<file path="src/rtl/fetch_unit.sv">
// Instruction fetch stage: PC register, single-outstanding imem fetch and a
// registered valid/ready slot toward decode, flushed by execute redirects.
module fetch_unit #(
    parameter int unsigned       XLEN      = 32,
    parameter logic [XLEN-1:0]   RESET_PC  = '0,
    parameter logic [XLEN-1:0]   NOP_INSTR = XLEN'(32'h0000_0013)
) (
    input  logic            clk,
    input  logic            rst,
    output logic            imem_req,
    output logic [XLEN-1:0] imem_addr,
    input  logic            imem_gnt,
    input  logic            imem_rvalid,
    input  logic [XLEN-1:0] imem_rdata,
    input  logic            redirect,
    input  logic [XLEN-1:0] redirect_target,
    output logic            instr_valid,
    input  logic            instr_ready,
    output logic [XLEN-1:0] instr,
    output logic [XLEN-1:0] instr_pc,
    output logic [XLEN-1:0] instr_pc_plus4
);

    typedef enum logic {
        S_REQ  = 1'b0,
        S_WAIT = 1'b1
    } state_t;

    typedef struct packed {
        logic            valid;
        logic [XLEN-1:0] instr;
        logic [XLEN-1:0] pc;
    } slot_t;

    state_t          state;
    logic [XLEN-1:0] fetch_pc;
    logic            discard;
    slot_t           slot;

    logic            xfer;
    logic            slot_free;
    logic            fire;
    logic [XLEN-1:0] redirect_pc;

    assign xfer        = slot.valid && instr_ready;
    assign slot_free   = !slot.valid || instr_ready;
    assign redirect_pc = {redirect_target[XLEN-1:2], 2'b00};

    // Request is suppressed on redirect so the stale fetch_pc can never be granted.
    assign imem_req  = !rst && !redirect && (state == S_REQ) && slot_free;
    assign imem_addr = rst ? RESET_PC : fetch_pc;
    assign fire      = imem_req && imem_gnt;

    assign instr_valid    = slot.valid;
    assign instr          = slot.instr;
    assign instr_pc       = slot.pc;
    assign instr_pc_plus4 = slot.pc + XLEN'(4);

    always_ff @(posedge clk) begin
        if (rst) begin
            state      <= S_REQ;
            fetch_pc   <= RESET_PC;
            discard    <= 1'b0;
            slot.valid <= 1'b0;
            slot.instr <= NOP_INSTR;
            slot.pc    <= '0;
        end else if (redirect) begin
            fetch_pc   <= redirect_pc;
            slot.valid <= 1'b0;
            slot.instr <= NOP_INSTR;
            // A response still in flight belongs to the wrong path.
            if (state == S_WAIT) begin
                if (imem_rvalid) begin
                    discard <= 1'b0;
                    state   <= S_REQ;
                end else begin
                    discard <= 1'b1;
                end
            end
        end else begin
            if (xfer)
                slot.valid <= 1'b0;
            case (state)
                S_REQ: begin
                    if (fire)
                        state <= S_WAIT;
                end
                S_WAIT: begin
                    if (imem_rvalid) begin
                        state <= S_REQ;
                        if (discard) begin
                            discard <= 1'b0;
                        end else begin
                            slot     <= '{valid: 1'b1, instr: imem_rdata, pc: fetch_pc};
                            fetch_pc <= fetch_pc + XLEN'(4);
                        end
                    end
                end
            endcase
        end
    end

endmodule

</file>
<file path="config.mk">
export PLATFORM = sky130hd
export DESIGN_NAME = fetch_unit
export DESIGN_NICKNAME = d
export VERILOG_FILES = /design/src/rtl/fetch_unit.sv
export SDC_FILE = /design/constraint.sdc
export NUM_CORES = 1
export LEC_CHECK = 0
export CORE_AREA = 3 3 147 78
export CTS_CLUSTER_DIAMETER = 80
export DETAILED_ROUTE_END_ITERATION = 6
export DIE_AREA = 0 0 150 81
export GPL_TIMING_DRIVEN = 0
export HOLD_SLACK_MARGIN = 0.08
export PLACE_DENSITY = 0.93
export RECOVER_POWER = 50
export SYNTH_ARGS = -nofsm -noshare
export SYNTH_HDL_FRONTEND = slang
export SYNTH_SLANG_ARGS = --single-unit
</file>
<file path="constraint.sdc">
create_clock -name clk -period 6.5 [get_ports clk]
set_input_delay 1.3 -clock clk [delete_from_list [all_inputs] [get_ports clk]]
set_output_delay 1.3 -clock clk [all_outputs]
set_load 0.02 [all_outputs]
</file>
; After elaboration in Yosys (flattened, before gate mapping)
; Cells that the tools add are included.
[op_classes]
bitwise = 3
order_cmp = 0
n_div = 0
add_sub_neg = 2
eq_ne = 1
shifts = 0
n_mux = 18
mul = 0
reduce_logical = 16
[op_table]
columns = cell, count
row1 = two-way mux 65 bit, 3
row2 = two-way mux 32 bit, 5
row3 = "adder 32 x 3 -> 32 bit, second input constant", 2
row4 = two-way mux 1 bit, 9
row5 = AND reduction 3 bit, 2
row6 = logical AND 1 bit, 5
row7 = AND reduction 4 bit, 1
row8 = nonzero test 2 bit, 2
row9 = logical NOT 1 bit, 3
row10 = inverter 1 bit, 3
row11 = "!= test 2 bit, second input constant", 1
row12 = case mux 1 bit (2 select lines), 1
row13 = AND reduction 2 bit, 1
row14 = OR reduction 2 bit, 1
row15 = logical OR 1 bit, 1
[word_totals]
output_inout_bits = 130
input_bits = 70
elab_cells = 47
mem_bits_ro = 0
regBits = 99
ramBits = 0
latchBits = 0
n_memories = 0

; Depth between registers and ports, before layout
[logic_depth]
depth_word = 8
depth_mapped = 6

; Worst setup path before layout
; OpenSTA, ideal clock, no wires.
[synth_timing]
path_type = input port to output port
startpoint = in redirect
endpoint = out imem_req
path_buffers = 2
required_ns = 5.200
cell_stages = 4
t_arrival_ns = 2.411
path_slack_ns = 2.789
cell_sequence = clkbuf_1 or2_2 clkbuf_1 nor3_1
[synth_via]
elab_chain_len = 4
[synth_rtl]
columns = item, line
row1 = start: declaration, 15  ; input logic redirect,
row2 = logical NOT 1 bit, 50  ; assign imem_req = !rst && !redirect && (state == S_REQ) && slot_free;
row3 = logical AND 1 bit (3 in series), 50
row4 = end: declaration, 10  ; output logic imem_req,
; No other way between the ends.

; Final worst setup path
[layout_timing]
startpoint = in rst
endpoint = out imem_addr[11]
[layout_via]
elab_chain_len = 1
[layout_rtl]
columns = item, line
row1 = start: declaration, 9  ; input logic rst,
row2 = two-way mux 32 bit, 51  ; assign imem_addr = rst ? RESET_PC : fetch_pc;
row3 = end: declaration, 11  ; output logic [XLEN-1:0] imem_addr,
; No other way between the ends.

==> flow_metrics.py <==
metrics = {
    "status": {
        "status": "completed",
    },
    "synthesis": {
        "synth_edf_count": 0,
        "synthArstFlopShare": 0,
        "ys_warn_count": 0,
        "yosysTopAreaCell": "dfxtp_1",
        "seq_area_frac_synth": 0.399,
        "avgSynthCellArea_um2": 7.69,
        "synth_cells": 620,
        "synth_top_cells_by_area": "dfxtp_1 40%, nand2_1 11%, a21oi_1 6.7%",
        "synthTopCellsByCount": "145 x nand2_1, 95 x dfxtp_1, 64 x a21oi_1",
        "yosysMostFrequentCell": "nand2_1",
        "synth_ff_type": "dfxtp_1",
        "synth_top_area_share": 0.399,
        "ys_types": 48,
        "ys_seq_elements": 95,
        "syn_area_um2": 4770,
    },
    "worst_setup_path": {
        "end_kind": "primary output",
        "crit_family": "buffers and inverters",
        "path_cells": "dlygate4sd3_1, clkbuf_1, clkbuf_1, nor2_1, clkdlybuf4s50_1",
        "cp_common_cell": "clkbuf_1",
        "required_ps": 5200,
        "r2r_cells": 6,
        "critPathMaxStageDelay_ps": 720,
        "cp_slowest_cell": "dlygate4sd3_1",
        "worstPathArrival_ps": 3770,
        "cp-start-kind": "primary input",
        "crit_type": "primary input to primary output",
        "r2r_slack_ps": 3970,
        "critical_path.reg2reg.endpoint": "fetch_pc[28]",
        "cp_max_fo": 10,
        "r2r-start": "fetch_pc[5]",
        "worst-path-stages": 5,
        "crit_buf_inv": 4,
    },
    "timing": {
        "slew_viol_final": 0,
        "finalHoldViolations": 0,
        "period_needed_ps": 5070,
        "fin_crit_sh": 0.780,
        "setup_violations": 0,
        "worst_pin_slew_ps": 925,
        "fin_skew_ps": 8.67,
        "timing.final.ws_setup_ps": 1430,
        "fin_setup_tns_ps": 0,
        "max_freq_mhz": 197,
        "slew-limit-headroom": 0.378,
        "rsz0062_at_grt": "false",
    },
    "route": {
        "wl_mm": 16.4,
        "post_drt_via_cell_ratio": 5.62,
        "drt_iter0_drc": 404,
        "drc_errors": 0,
        "vias": 5449,
        "drt-pass1-iter-count": 5,
        "wire_per_inst_um": 16.9,
        "drtAntennaViolNets": 0,
    },
    "clocking": {
        "cts_max_level": 3,
        "clockBufferDepth": 2,
        "hold_buffers": 0,
        "insertion_delay_ps": 340,
        "cts_tree": "done",
        "clk_pin_slew_ps": 60,
        "cts_setup_buffers": 0,
        "cts_root_buf": "clkbuf_16",
        "clock-sinks": 95,
        "numCtsBuffers": 9,
        "cts_resized": 0,
    },
    "global_route": {
        "grt_pass1_vias": 5336,
        "grt_usage": 0.266,
        "grt_pass1_wl_mm": 25.9,
        "grt_max_degree": 15,
        "gr-total-overflow": 0,
        "grt_antenna_before_repair": 0,
    },
    "cells_and_area": {
        "postLayoutCellArea_um2": 7140,
        "area_growth_pct": 49.6,
        "post_route_cells_drive_above_1_share": 0.0386,
        "layout.cells.non_filler": 970,
        "nets": 898,
        "diodes": 0,
    },
    "pwr": {
        "leakage_uw": 0.00257,
        "power_density_nw_per_um2": 178,
        "worst_ir_drop_vdd_mv": 0.127,
    },
    "worst_hold_path": {
        "hold-path-endpoint": "instr[6]",
        "worstHoldPathCells": 2,
        "worstHoldStart": "instr[6]",
        "hold_path.class": "flip-flop to flip-flop",
    },
    "placement": {
        "hpwlAfterDp_mm": 12.3,
        "dp.cells": 955,
        "dp_slack_ps": 1610,
        "gp_congestion": 0.936,
        "dpl_cell_area_um2": 6860,
        "port_buffers": 190,
    },
    "floorplanning": {
        "dieArea_um2": 12200,
        "fp-row-count": 26,
        "core-area_um2": 10100,
        "start_util": 0.470,
        "die_x_um": 150,
        "fp.dieH_um": 81,
        "io_pins": 200,
    },
    "run": {
        "max_cap_violations": 0,
    },
}
cell type report:
| class | count | area (um^2) |
|---|---|---|
| fill | 803 | 3010 |
| multi-input combinational | 475 | 2650 |
| sequential | 95 | 1900 |
| timing repair buffer | 190 | 1900 |
| clock buffer | 11 | 243 |
| buffer | 47 | 210 |
| tap | 140 | 175 |
| inverter | 8 | 30.0 |
| clock inverter | 4 | 22.5 |
cell families (layout without fill, tap and decap cells):
| kind of cell | after synthesis | count (layout) | share of synthesized area |
|---|---|---|---|
| XOR/XNOR | 38 | 38 | 0.0698 |
| AND/OR/NAND/NOR | 318 | 318 | 0.330 |
| other | 1 | 6 | 0.000786 |
| adder cells (fa/ha/maj) | 2 | 2 | 0.00525 |
| buffers and inverters | 55 | 260 | 0.0504 |
| flip-flops | 95 | 95 | 0.399 |
| AO/OA/AOI/OAI | 110 | 110 | 0.143 |
| multiplexers | 1 | 1 | 0.00210 |
where the power goes:
group / total, uW / internal (uW) / switching (uW)
registers: 625 / 598 / 27.4
clock network: 484 / 266 / 218
logic: 164 / 83.1 / 80.9
total: 1270 / 947 / 326
how the worst max path moves through the flow:
| stage | from | end | slack [ps] |
|---|---|---|---|
| global placement | rst | imem_addr[11] | 1610 |
| global route | rst | imem_addr[11] | 1400 |
| finish | rst | imem_addr[11] | 1430 |
| detailed placement | rst | imem_addr[11] | 1610 |
| CTS | rst | imem_addr[11] | 1560 |
| floorplan | redirect | imem_req | 2790 |
through the flow:
stage | util | hold slack, ps | total power, uW
2_1_floorplan | - | 449 | 706
3_3_place_gp | 0.676 | 441 | 794
3_5_place_dp | 0.676 | 446 | 798
4_1_cts | 0.702 | 454 | 1270
5_1_grt | 0.703 | 472 | 1310
6_report | 0.703 | 448 | 1270
layout by cell type (no fill, tap or decap), types with 9 or more instances in the layout:
| cell | count |
|---|---|
| nand2_1 | 145 |
| clkdlybuf4s50_1 | 123 |
| dfxtp_1 | 95 |
| dlygate4sd3_1 | 67 |
| a21oi_1 | 64 |
| nor2_1 | 39 |
| clkbuf_1 | 34 |
| nor2b_1 | 34 |
| xnor2_1 | 29 |
| nand4_1 | 24 |
| nand3_1 | 22 |
| a211oi_1 | 13 |
| and4_1 | 12 |
| xor2_1 | 9 |
| clkbuf_16 | 9 |
worst register-to-register path: cells and delay by family, from the launching register on:
family	cells	cell delay, ps
compound gates	1	350
simple gates	3	1210
flops	1	300
buf+inv	2	560
registers in the layout (all words and copies together), names as in the netlist:
register and flops:
instr_pc 30, state 1, instr 32, discard 1, fetch_pc 30, instr_valid 1
layer usage:
metal / vias to the layer above / GRT usage / share of wire
met2: 314 / 0.436 / 0.46
met1: 2534 / 0.327 / 0.40
met5: - / 0.0167 / 0
met3: 42 / 0.0953 / 0.11
met4: 0 / 0.0903 / 0.021
li1: 2559 / - / -
Power figures use the tool's default switching activity.
